File: config.mk
export PLATFORM = sky130hd
export DESIGN_NAME = branch_unit
export DESIGN_NICKNAME = d
export VERILOG_FILES = /design/src/rtl/tinyrisc_pkg.sv /design/src/rtl/branch_cond.sv /design/src/rtl/branch_unit.sv
export SDC_FILE = /design/constraint.sdc
export NUM_CORES = 1
export LEC_CHECK = 0
export CORE_MARGIN = 2
export CORE_UTILIZATION = 35
export DETAILED_ROUTE_END_ITERATION = 12
export GPL_TIMING_DRIVEN = 0
export PLACE_DENSITY = 0.73
export SLEW_MARGIN = 5
export SYNTH_ARGS = -nofsm -noshare
export SYNTH_HDL_FRONTEND = slang
export SYNTH_SLANG_ARGS = --single-unit
File: constraint.sdc
create_clock -name clk -period 2.5 [get_ports clk]
set_clock_uncertainty 0.05 [all_clocks]
set_input_delay 0.25 -clock clk [delete_from_list [all_inputs] [get_ports clk]]
set_output_delay 0.25 -clock clk [all_outputs]
set_load 0.01 [all_outputs]
File: src/rtl/tinyrisc_pkg.sv
// Shared TinyRISC definitions: opcode encodings, return-address register index
// and the branch-unit flush FSM state type.
package tinyrisc_pkg;

  localparam logic [4:0] OP_CMP  = 5'd5;
  localparam logic [4:0] OP_B    = 5'd16;
  localparam logic [4:0] OP_BEQ  = 5'd17;
  localparam logic [4:0] OP_BGT  = 5'd18;
  localparam logic [4:0] OP_CALL = 5'd19;
  localparam logic [4:0] OP_RET  = 5'd20;

  // Architectural register that receives the call return address.
  localparam logic [3:0] RA_INDEX = 4'd15;

  typedef enum logic [0:0] {
    IDLE,
    FLUSH
  } flush_state_e;

endpackage

File: src/rtl/branch_cond.sv
// Branch condition decode (purely combinational).
// Ports:
//   opcode  - EX-stage opcode
//   flag_e  - current E flag (last cmp found operands equal)
//   flag_gt - current GT flag (last cmp found op1 > op2, signed)
//   taken   - opcode is a branch whose condition holds
//   is_ret  - opcode is ret (target comes from the ra operand)
//   is_call - opcode is call (return address must be written)
module branch_cond
  import tinyrisc_pkg::*;
(
  input  logic [4:0] opcode,
  input  logic       flag_e,
  input  logic       flag_gt,
  output logic       taken,
  output logic       is_ret,
  output logic       is_call
);

  always_comb begin
    taken   = 1'b0;
    is_ret  = 1'b0;
    is_call = 1'b0;
    case (opcode)
      OP_B:    taken = 1'b1;
      OP_BEQ:  taken = flag_e;
      OP_BGT:  taken = flag_gt;
      OP_CALL: begin
        taken   = 1'b1;
        is_call = 1'b1;
      end
      OP_RET:  begin
        taken  = 1'b1;
        is_ret = 1'b1;
      end
      // Unknown opcodes behave as non-branches.
      default: ;
    endcase
  end

endmodule

File: src/rtl/branch_unit.sv
// Execute-stage branch resolver. Holds the E/GT flags register, resolves
// b/beq/bgt/call/ret, writes the call return address and squashes
// FLUSH_DEPTH younger wrong-path instructions after a taken branch.
// Ports:
//   clk, reset        - clock, synchronous active-high reset
//   valid_in, opcode  - EX-stage instruction valid and opcode
//   pc_in             - PC of the EX-stage instruction
//   branchTarget      - precomputed PC-relative target
//   op1, op2          - operands (op1 is the ra value for ret)
//   branchPC          - registered target presented to fetch
//   isBranchTaken     - bit 0 is a one-cycle taken pulse, upper bits zero
//   flush             - squash younger instructions in IF/OF
//   ra_we, ra_data    - return-address write for call
//   flags_e, flags_gt - current flags (debug)
module branch_unit
  import tinyrisc_pkg::*;
#(
  parameter int unsigned FLUSH_DEPTH = 2,
  parameter int unsigned XLEN        = 32
) (
  input  logic            clk,
  input  logic            reset,
  input  logic            valid_in,
  input  logic [4:0]      opcode,
  input  logic [XLEN-1:0] pc_in,
  input  logic [XLEN-1:0] branchTarget,
  input  logic [XLEN-1:0] op1,
  input  logic [XLEN-1:0] op2,
  output logic [XLEN-1:0] branchPC,
  output logic [XLEN-1:0] isBranchTaken,
  output logic            flush,
  output logic            ra_we,
  output logic [XLEN-1:0] ra_data,
  output logic            flags_e,
  output logic            flags_gt
);

  localparam int unsigned CntW = 3;

  flush_state_e state_q, state_d;
  logic [CntW-1:0] cnt_q, cnt_d;

  logic            flag_e_q, flag_gt_q;
  logic            taken_q;
  logic            ra_we_q;
  logic [XLEN-1:0] branch_pc_q;
  logic [XLEN-1:0] ra_data_q;

  logic cond_taken, is_ret, is_call;
  logic accept, taken;

  branch_cond u_branch_cond (
    .opcode  (opcode),
    .flag_e  (flag_e_q),
    .flag_gt (flag_gt_q),
    .taken   (cond_taken),
    .is_ret  (is_ret),
    .is_call (is_call)
  );

  // Instructions arriving while squashing are wrong-path and must have no effect.
  assign accept = valid_in && (state_q == IDLE);
  assign taken  = accept && cond_taken;

  // State register
  always_ff @(posedge clk) begin
    if (reset) begin
      state_q <= IDLE;
      cnt_q   <= '0;
    end else begin
      state_q <= state_d;
      cnt_q   <= cnt_d;
    end
  end

  // Next-state logic
  always_comb begin
    state_d = state_q;
    cnt_d   = cnt_q;
    unique case (state_q)
      IDLE: begin
        if (taken) begin
          state_d = FLUSH;
          cnt_d   = CntW'(FLUSH_DEPTH - 1);
        end
      end
      FLUSH: begin
        if (cnt_q == '0) begin
          state_d = IDLE;
        end else begin
          cnt_d = cnt_q - 1'b1;
        end
      end
      default: state_d = IDLE;
    endcase
  end

  // Output logic: flush follows the registered state, so it rises together
  // with the taken pulse and lasts exactly FLUSH_DEPTH cycles.
  always_comb begin
    flush = (state_q == FLUSH);
  end

  // Flags and registered branch outputs
  always_ff @(posedge clk) begin
    if (reset) begin
      flag_e_q    <= 1'b0;
      flag_gt_q   <= 1'b0;
      taken_q     <= 1'b0;
      ra_we_q     <= 1'b0;
      branch_pc_q <= '0;
      ra_data_q   <= '0;
    end else begin
      if (accept && (opcode == OP_CMP)) begin
        flag_e_q  <= (op1 == op2);
        flag_gt_q <= ($signed(op1) > $signed(op2));
      end
      taken_q <= taken;
      ra_we_q <= taken && is_call;
      if (taken) begin
        branch_pc_q <= is_ret ? op1 : branchTarget;
      end
      if (taken && is_call) begin
        ra_data_q <= pc_in + XLEN'(4);
      end
    end
  end

  assign branchPC      = branch_pc_q;
  assign isBranchTaken = {{(XLEN-1){1'b0}}, taken_q};
  assign ra_we         = ra_we_q;
  assign ra_data       = ra_data_q;
  assign flags_e       = flag_e_q;
  assign flags_gt      = flag_gt_q;

endmodule

==> reports/qor.csv, run 1 <==
metric,value,unit
io_pins,236,
fillCellCount,1169,
nets,943,
grt-ovfl-total,0,
ys_ff_latch,72,
cts_tree,built,
drive_gt1_share,8.75,%
grt_setup_unrepaired,false,
synth-async-reset-ratio,0,%
ir_drop,277,uV
wl_per_cell,14.8,um
area_growth,59.9,%
hold_slack,0.318,ns
die_h,117,um
synth_edf_count,0,
htree_levels,3,
antenna_cells,0,
drt_wl_total,14100,um
critPathRequiredTime,2.70,ns
synth-simple-area-share,18.1,%
synth_cell_types,45,
viasPerCell,4.77,
drt_iter0_markers,178,
clockBufferDepth,2,
worstReg2RegStart,flush,
worst_slew_pin_slew,0.670,ns
setup.worst_path.start,pc_in[2],
clock-root-buffer,clkbuf_16,
synth-seq-area-share,32.4,%
portBuffers,203,
drc,0,
p_leak,0.00272,uW
numCtsBuffers,9,
synth_compound_area_share,15.1,%
synth_mux_area_share,7.87,%
critPathCaptureType,flop,
slew_violations,0,
gp_routability_congestion,0.906,
dieArea,13600,sq um
hold_buffers,0,
maxCapViolations,0,
grt_pass1_vias,4502,
rows,41,
grt_max_degree,12,
die_w,117,um
clkLatencyLatePin,0.33,ns
dr.pass1.iters,4,
synthCells,529,
fmax,437,MHz
power.density,441,nW/um^2
synth_top_family_by_area,simple AND/OR/NAND/NOR gates,
vias,4525,
antenna_found_initial,0,
worstSetupPathType,in -> reg,
finalCritPeriodShare,91.4,%
synth_ff_type,dfxtp_1,
yosys.area_share.adder,9.83,%
syn_area,4450,sq um
yosys.area_share.xor_xnor,5.31,%
crit_fanout,7,
ant_nets,0,
start_util,35.6,%
finalCriticalPeriod,2.29,ns
grt_usage,20.6,%
path_clk_slew,0.06,ns
placed_cells,934,
final_cell_count_no_fill,949,
outcome,completed,
hpwl,11400,um
postSynthAreaPerCell,8.42,sq um
hp-start,reset,
startpoint_type,input pin,
finalSetupViolations,0,
core_area,12500,sq um
cts_sinks,72,
slew_headroom,55.2,%
ctsResizeCount,0,
ys_warn_count,0,
hold_path.class,in -> reg,
grt_pass1_wl,21800,um
hold_viol,0,
critPathArrivalTime,2.49,ns
post-cts-setup-buffers,0,
## worst paths after layout
check	to	cells after the start	slack [ns]
max	ra_data[30]	8	0.21
max reg2reg	branchPC[25]	6	0.32
min reg2reg	ra_data[0]	2	0.44
min	ra_we	2	0.32
## per-layer routing
| metal | global-route usage (%) | wire length (um) | vias to the layer above |
|---|---|---|---|
| met4 | 7.53 | 337 | 0 |
| met1 | 25.0 | 6070 | 2065 |
| met2 | 34.9 | 6720 | 154 |
| li1 | - | - | 2285 |
| met5 | 0 | 0 | - |
| met3 | 5.77 | 929 | 21 |
## cells in the mapped netlist, drive strengths merged, types with 6 or more instances
cell	n	area (sq um)
xnor2	16	140
ha	35	438
nor3	6	40.0
inv	40	150
a211oi	62	475
xor2	11	96.3
nand2	22	82.6
dfxtp	72	1440
nor2	81	304
a21oi	20	100
mux2i	35	350
buf	40	284
clkbuf	20	75.1
nand3	12	65.1
o21ai	8	40.0
nand4	12	81.3
## per-stage QoR
step,total power (uW),utilization [%],instance area (sq um),TNS (ns),worst slack [ns]
finish,3140,56.9,7120,0,0.214
floorplan,1490,-,4570,0,0.546
CTS,3170,56.8,7110,0,0.0707
detailed placement,1840,54.4,6810,-5.61,-0.269
global route,3290,56.9,7120,0,0.0241
global placement,1830,54.4,6810,-2.64,-0.234
## power breakdown
group	total [uW]	leakage (uW)	internal, uW	switching (uW)
Clock	1320	0.000150	825	493
Combinational	636	0.00198	366	270
Sequential	1190	0.000582	1170	13.0
Total	3140	0.00272	2360	776
## worst max-delay path, stage by stage
cell,delay [ns]
clkdlybuf4s50_1,0.54
ha_1,0.22
nand3_1,0.15
or4_4,0.62
nor3_2,0.24
nand2_1,0.10
xor2_1,0.15
a211oi_1,0.21
## layout make-up
type | count | area (sq um) | share of cell area (%)
clock buffers | 13 | 260 | 3.65
well taps | 172 | 215 | 3.02
multi-input cells | 387 | 2630 | 36.9
repair buffers | 203 | 2030 | 28.5
inverters | 40 | 150 | 2.11
flip-flops and latches | 72 | 1440 | 20.2
clock inverters | 3 | 40.0 | 0.562
plain buffers | 59 | 359 | 5.04
## cell families after synthesis
kind of cell / count (synthesis)
and+or+nand+nor: 162
AOI/OAI and AO/OA: 97
other: 1
adders and majority gates: 35
muxes: 35
xor gates and xnor gates: 27
DFF: 72
buffers and inverters: 100
## sequential cells by signal, indices dropped and copies added (netlist names)
| signal | count |
|---|---|
| flush | 1 |
| flags_gt | 1 |
| ra_data | 32 |
| ra_we | 1 |
| taken_q | 1 |
| cnt_q | 3 |
| flags_e | 1 |
| branchPC | 32 |
## cell usage in the layout (no fill, tap or decap), drive strengths merged, types with 8 or more instances in the layout
cell / instances
nor2: 81
xnor2: 16
nand3: 12
mux2i: 35
clkbuf: 32
dfxtp: 72
xor2: 11
clkdlybuf4s50: 203
a21oi: 20
ha: 35
inv: 40
buf: 40
conb: 31
o21ai: 8
a211oi: 62
nand2: 22
nand4: 12
(Power assumes the default switching activity.)
==> run 2: changes to the inputs <==
==> constraint.sdc (replaced) <==
create_clock -name clk -period 2.9 [get_ports clk]
set_clock_uncertainty 0.05 [all_clocks]
set_input_delay 0.29 -clock clk [delete_from_list [all_inputs] [get_ports clk]]
set_output_delay 0.29 -clock clk [all_outputs]
set_load 0.01 [all_outputs]
==> run 2 against run 1 <==
Critical path depth up 1. Hold slack gained 0.038 ns. Sequential power down 14%. Clock power fell by 14%. Register-to-register slack improved by 0.22 ns. Utilization down 0.070 points. Final cell count increased by 0.11%. Total power shrank 14%. Final area is 0.12% lower. Critical path type unchanged. Largest power group unchanged.
==> reports/qor.csv, run 2 (synthesized netlist as in run 1, its figures left out) <==
metric,value,unit
die_h,117,um
mostFrequentLayoutCell,clkdlybuf4s50_1,
setup_tns,0,ns
total_power,2700,uW
rows,41,
critPathTopFamily,simple AND/OR/NAND/NOR gates,
ctsResizeCount,0,
power.density,380,nW/um^2
grt-ovfl-total,0,
drt_wl_total,14000,um
htree_levels,3,
ant_nets,0,
critPathSlowestCell,clkdlybuf4s50_1,
fmax,403,MHz
final_cell_mix,"203 x clkdlybuf4s50_1, 81 x nor2_1, 72 x dfxtp_1",
path_cells,"clkdlybuf4s50_1, ha_1, nand3_1, or4_1, clkbuf_1, nor3_1, nand2_1, xor2_1, a211oi_1",
critPathArrivalTime,2.68,ns
hp-start,reset,
clockBufferDepth,2,
ir_drop,239,uV
max_stage_delay,0.54,ns
viasPerCell,4.73,
hold_buffers,0,
drt_iter0_markers,146,
path_clk_slew,0.06,ns
slew_violations,0,
startpoint_type,input pin,
dieArea,13600,sq um
antenna_found_initial,0,
finalCriticalPeriod,2.48,ns
hold_viol,0,
worstSetupPathType,in -> reg,
grt_pass1_wl,21800,um
maxCapViolations,0,
area_growth,59.7,%
core_area,12500,sq um
nets,944,
clkLatencyLatePin,0.33,ns
grt_usage,20.6,%
clock-root-buffer,clkbuf_16,
drive_gt1_share,8.10,%
start_util,35.6,%
cts_tree,built,
hold_path.class,in -> reg,
die_w,117,um
wl_per_cell,14.7,um
hpwl,11400,um
dr.pass1.iters,4,
outcome,completed,
hold_path_end,ra_we,
slew_headroom,55.3,%
hold_depth,2,
post-cts-setup-buffers,0,
grt_pass1_vias,4502,
worst_slew_pin_slew,0.668,ns
rr_endpoint,branchPC[26],
numCtsBuffers,9,
grt_setup_unrepaired,false,
finalCritPeriodShare,85.6,%
io_pins,236,
vias,4498,
crit_fanout,7,
ff2ff_setup_slack,0.54,ns
worstReg2RegStart,flush,
portBuffers,203,
critPathCaptureType,flop,
critPathRequiredTime,3.10,ns
rr_worst_depth,6,
cts_sinks,72,
grt_max_degree,12,
gp_routability_congestion,0.906,
drc,0,
finalSetupViolations,0,
antenna_cells,0,
p_leak,0.00270,uW
crit_buf_inv,2,
-- run 2: cell type report --
class | count | area, sq um
Buffer | 60 | 359
Multi-Input combinational cell | 387 | 2620
Inverter | 40 | 150
Clock inverter | 3 | 40.0
Clock buffer | 13 | 260
Fill cell | 1167 | 5400
Sequential cell | 72 | 1440
Tap cell | 172 | 215
Timing Repair Buffer | 203 | 2030
-- run 2: worst register-to-register path, delay by kind of cell, from the launching register on --
family / cells / cell delay (ns)
buf+inv: 2 / 0.84
simple gates: 3 / 0.78
flops: 1 / 0.34
compound gates: 1 / 0.26
-- run 2: worst max path at each step --
stage               from      endpoint  slack [ns]  depth (start not counted)
5_1_grt        opcode[4]  branchPC[25]        0.22                          7
3_3_place_gp    pc_in[2]   ra_data[30]        0.13                          9
6_report        pc_in[2]   ra_data[30]        0.42                          9
4_1_cts        opcode[4]  branchPC[26]        0.43                          7
3_5_place_dp   opcode[4]  branchPC[26]        0.09                          7
2_1_floorplan   pc_in[2]   ra_data[28]        0.91                          8
-- run 2: through the flow --
stage	std cells	instance area [sq um]	util [%]	hold WS (ns)	setup slack [ns]
6_report	950	7110	56.8	0.356	0.419
5_1_grt	950	7110	56.8	0.435	0.223
4_1_cts	950	7110	56.8	0.383	0.431
3_5_place_dp	934	6810	54.4	0.433	0.0907
3_3_place_gp	934	6810	54.4	0.410	0.126
2_1_floorplan	559	4570	-	0.336	0.906
-- run 2: metal layers --
metal	vias up	GRT usage (%)	share of wire, %	routed length [um]
li1	2285	-	-	-
met1	2039	25.0	44	6100
met5	-	0	0	0
met3	23	5.77	6.4	902
met2	151	34.9	47	6640
met4	0	7.53	2.5	349
-- run 2: power breakdown --
group          leakage (uW)  internal [uW]  switching (uW)
Sequential         0.000582           1010            11.2
Clock              0.000150            711             424
Combinational       0.00197            316             232
